<file path="src/rtl/pipeline_stall_ctrl.sv">
// rtl/pipeline_stall_ctrl.sv - pipeline freeze/flush sequencer with iterative-divider handshake
module pipeline_stall_ctrl #(
    parameter int MD_TIMEOUT = 64,
    parameter int CNT_W      = 32
) (
    input  logic             clk,
    input  logic             rst_n,
    input  logic             load_use_stall,
    input  logic             redirect,
    input  logic             md_req,
    input  logic             md_done,
    output logic             pc_we,
    output logic             if_id_we,
    output logic             if_id_flush,
    output logic             id_ex_we,
    output logic             id_ex_bubble,
    output logic             ex_mem_bubble,
    output logic             md_start,
    output logic             md_result_sel,
    output logic             md_error,
    output logic [CNT_W-1:0] stall_cycles
);

    localparam int WAIT_W = (MD_TIMEOUT > 2) ? $clog2(MD_TIMEOUT) : 1;
    localparam logic [WAIT_W-1:0] WAIT_LAST = WAIT_W'(MD_TIMEOUT - 1);

    typedef enum logic {RUN, MD_BUSY} state_t;

    state_t            state, nextState;
    logic [WAIT_W-1:0] waitCnt;
    logic              mdMask;

    logic pcWe, ifIdWe, idExWe, ifIdFlush, idExBubble, exMemBubble, resultSel;
    logic acceptMd, leaveBusy, mdTimeout;

    always_comb begin
        nextState   = state;
        pcWe        = 1'b1;
        ifIdWe      = 1'b1;
        idExWe      = 1'b1;
        ifIdFlush   = 1'b0;
        idExBubble  = 1'b0;
        exMemBubble = 1'b0;
        resultSel   = 1'b0;
        acceptMd    = 1'b0;
        leaveBusy   = 1'b0;
        mdTimeout   = 1'b0;
        case (state)
            RUN: begin
                if (redirect) begin
                    ifIdFlush  = 1'b1;
                    idExBubble = 1'b1;
                end else if (md_req && !mdMask) begin
                    pcWe        = 1'b0;
                    ifIdWe      = 1'b0;
                    idExWe      = 1'b0;
                    exMemBubble = 1'b1;
                    acceptMd    = 1'b1;
                    nextState   = MD_BUSY;
                end else if (load_use_stall) begin
                    pcWe       = 1'b0;
                    ifIdWe     = 1'b0;
                    idExBubble = 1'b1;
                end
            end
            MD_BUSY: begin
                if (md_done) begin
                    resultSel = 1'b1;
                    leaveBusy = 1'b1;
                    nextState = RUN;
                end else if (waitCnt == WAIT_LAST) begin
                    // Divider never answered: let the pipeline move on with the instruction dropped.
                    exMemBubble = 1'b1;
                    mdTimeout   = 1'b1;
                    leaveBusy   = 1'b1;
                    nextState   = RUN;
                end else begin
                    pcWe        = 1'b0;
                    ifIdWe      = 1'b0;
                    idExWe      = 1'b0;
                    exMemBubble = 1'b1;
                end
            end
            default: nextState = RUN;
        endcase
    end

    assign pc_we         = rst_n & pcWe;
    assign if_id_we      = rst_n & ifIdWe;
    assign id_ex_we      = rst_n & idExWe;
    assign if_id_flush   = ~rst_n | ifIdFlush;
    assign id_ex_bubble  = ~rst_n | idExBubble;
    assign ex_mem_bubble = ~rst_n | exMemBubble;
    assign md_result_sel = rst_n & resultSel;

    always_ff @(posedge clk or negedge rst_n) begin
        if (!rst_n) begin
            state        <= RUN;
            waitCnt      <= '0;
            mdMask       <= 1'b0;
            md_start     <= 1'b0;
            md_error     <= 1'b0;
            stall_cycles <= '0;
        end else begin
            state    <= nextState;
            md_start <= acceptMd;
            // The instruction in EX is still the finished DIV until the next edge.
            mdMask   <= leaveBusy;
            if (acceptMd || leaveBusy) begin
                waitCnt <= '0;
            end else if (state == MD_BUSY) begin
                waitCnt <= waitCnt + WAIT_W'(1);
            end
            if (mdTimeout) begin
                md_error <= 1'b1;
            end
            if (!pcWe && (stall_cycles != {CNT_W{1'b1}})) begin
                stall_cycles <= stall_cycles + CNT_W'(1);
            end
        end
    end

endmodule

</file>
<file path="config.mk">
export PLATFORM = sky130hd
export DESIGN_NAME = pipeline_stall_ctrl
export DESIGN_NICKNAME = d
export VERILOG_FILES = /design/src/rtl/pipeline_stall_ctrl.sv
export SDC_FILE = /design/constraint.sdc
export NUM_CORES = 1
export LEC_CHECK = 0
export CAP_MARGIN = 20
export CORE_ASPECT_RATIO = 0.7
export CORE_MARGIN = 10
export CORE_UTILIZATION = 35
export DETAILED_ROUTE_END_ITERATION = 10
export SYNTH_ARGS = -nofsm -noshare
export SYNTH_HDL_FRONTEND = slang
export SYNTH_SLANG_ARGS = --single-unit
</file>
<file path="constraint.sdc">
create_clock -name clk -period 2.9 [get_ports clk]
set_clock_uncertainty 0.15 [all_clocks]
set_input_delay 0.435 -clock clk [delete_from_list [all_inputs] [get_ports clk]]
set_output_delay 0.435 -clock clk [all_outputs]
set_load 0.01 [all_outputs]
</file>
==> impl_metrics.tcl <==
set metrics [dict create \
    row_count 23 \
    die_h_um 85.9 \
    r2r_cells 5 \
    ys_seq_elements 42 \
    post-place-ws_ns 0.201 \
    whs_endpoint "md_error" \
    die_w_um 114 \
    combPwrFrac_pct 23.0 \
    core_area_um2 5870 \
    finalSetupTns_ns 0 \
    ys_seq_area_share_pct 48.4 \
    die_area_um2 9810 \
    cts_tree "done" \
    power_switching_uw 419 \
    cap_violations 0 \
    synth_most_common_cell "dfrtp_1" \
    p_seq_share_pct 49.8 \
    drive_above_1_share_pct 9.13 \
    remaining_drc_errors 0 \
    synthArstFlopShare_pct 100 \
    wl_mm 5.37 \
    synthesis.nets 217 \
    rrSetupSlack_ns 0.64 \
    antenna_found_initial 0 \
    cts_made_buffers 5 \
    worst_ep_required_time_ns 2.32 \
    synth_edf_count 0 \
    p_leak_uw 0.00116 \
    antenna_cells 0 \
    synth_area_um2 2170 \
    vdd_drop_max_mv 0.403 \
    grt_max_degree 38 \
    endpoint_kind "output port" \
    status "complete, no violations" \
    cts_resized 0 \
    p_sw_share_pct 29.1 \
    max_slew.worst_pin.slew_ns 0.465 \
    fmax_ghz 0.369 \
    cts_root_buf "clkbuf_8" \
    ys_types 40 \
    cts_buffer_depth 2 \
    dr.first_iter.drc_count 82 \
    syn2layout_area_growth_pct 28.9 \
    synthTopCellsByArea "dfrtp_1, xnor2_1, nand4_1, nand3_1, xor2_1" \
    grt_use_met2_pct 16.5 \
    synth_common_cells "dfrtp_1, xnor2_1, nand2_1, nand4_1, nand3_1" \
    fin_util_pct 47.7 \
    period_share_pct 93.5 \
    clock_sinks 42 \
    vias 1731 \
    reg2reg_from "stall_cycles[26]" \
    place_hpwl_mm 4.07 \
    io_buffers 46 \
    yosysTopAreaCell "dfrtp_1" \
    use_met3_pct 4.73 \
    grt-busiest-layer "met2" \
    p_int_uw 1020 \
    setup_viol 0 \
    hold_viol 0 \
    hold_depth 1 \
    crit_type "input port to output port" \
    final_nets 270 \
    ys.flop_type "dfrtp_1" \
    grtUsageMet1_pct 15.9 \
    synth_top_area_share_pct 48.4 \
    htreeDepth 2 \
    power_density_nw_per_um2 513 \
    grt_overflow 0 \
    grt_pass1_vias 1861 \
    grt_pass1_wl_mm 9.52 \
    initial_core_util_pct 37.0 \
    wl_per_cell_um 15.9 \
    min-delay-start "md_error" \
    io_pins 47 \
    clockPowerShare_pct 27.3 \
    rr_endpoint "stall_cycles[1]" \
    setup_slack_ns 0.187 \
    track_usage_pct 11.7 \
    rsz0062_at_grt "no" \
    place_congestion 0.793 \
    fin_crit_ns 2.71 \
    crit_path_start_kind "input port" \
    dr.pass1.iters 4 \
    final_antenna_net_count 0 \
    hold_path_class "flip-flop to flip-flop" \
    clk_pin_slew_worst_paths_ns 0.08 \
    synth.avg_cell_area_um2 10.4 \
    synthCells 209 \
    crit_fanout 4 \
    ys_warn_count 0 \
    max_slew_margin_pct 69.0 \
    insertion_delay_ns 0.30 \
    slew_violations 0 \
    crit_arrival_ns 2.13 \
    via_per_inst 5.12 \
]
cell families (layout without fill, tap and decap cells):
group / Yosys count / in the layout / synth area share, %
AND/OR/NAND/NOR: 104 / 104 / 27.7
flip-flops: 42 / 42 / 48.4
XOR/XNOR: 35 / 35 / 14.1
buffers and inverters: 13 / 67 / 3.97
AO/OA/AOI/OAI: 11 / 11 / 3.74
adder cells (fa/ha/maj): 2 / 2 / 1.15
multiplexers: 2 / 2 / 0.979
cell type report:
class / instances / area (um^2)
Clock buffer: 7 / 86.3
Sequential cell: 42 / 1050
Timing Repair Buffer: 52 / 503
Tap cell: 75 / 93.8
Inverter: 7 / 26.3
Multi-Input combinational cell: 154 / 1040
Clock inverter: 1 / 5.00
Fill cell: 576 / 3070
metrics by stage:
stage,hold slack [ns],total power [uW],instances,cell area [um^2]
after floorplan,-0.0106,880,209,2170
after global placement,0.140,1060,329,2700
after detailed placement,0.143,1060,329,2700
after CTS,0.333,1450,338,2800
after global routing,0.362,1530,338,2800
final,0.331,1440,338,2800
flip-flops by register name, indices dropped and copies added (netlist names):
name / flops
stall_cycles: 32
waitCnt: 6
mdMask: 1
md_error: 1
md_start: 1
state: 1
per-layer routing:
layer	wire length, um	part of all wire [%]
met5	0	0
met4	58	1.1
met3	421	7.8
met2	2160	40
met1	2730	51
cells in the final DEF (no fill, tap or decap), drive strengths merged, types with 3 or more instances in the layout:
cell,synthesis,final
buf,5,6
clkdlybuf4s50,0,45
inv,7,7
nor2,13,13
and4,6,6
nand4,16,16
nand4b,3,3
and2,3,3
nand2,16,16
xor2,8,8
dfrtp,42,42
nor4,4,4
nor3,5,5
xnor2,27,27
and3,12,12
clkbuf,1,7
nand3,18,18
critical path, stage by stage:
cell and delay [ns]:
clkdlybuf4s50_1 0.46, nor2b_1 0.23, nand3b_1 0.17, and3_1 0.23, o21a_1 0.12, clkdlybuf4s50_1 0.48
what timing repair did:
item	in CTS	in global routing
endpoints found under the hold margin	5	0
setup buffers	0	0
hold buffers	1	0
power groups by stage:
stage               clock network [uW]  registers (uW)  logic (uW)
floorplan                            0             736         144
global placement                     0             727         331
detailed placement                   0             726         333
CTS                                402             716         336
global route                       428             732         368
finish                             392             716         330
how the worst max path moves through the flow:
stage / startpoint / slack [ns] / to / cells after the start
after CTS: md_req / 0.18 / pc_we / 6
after floorplan: stall_cycles[0] / 0.78 / stall_cycles[1] / 6
after global routing: md_req / 0.08 / pc_we / 6
final: md_req / 0.19 / pc_we / 6
after detailed placement: md_req / 0.20 / pc_we / 6
after global placement: md_req / 0.24 / if_id_we / 6
Power figures use the tool's default switching activity.
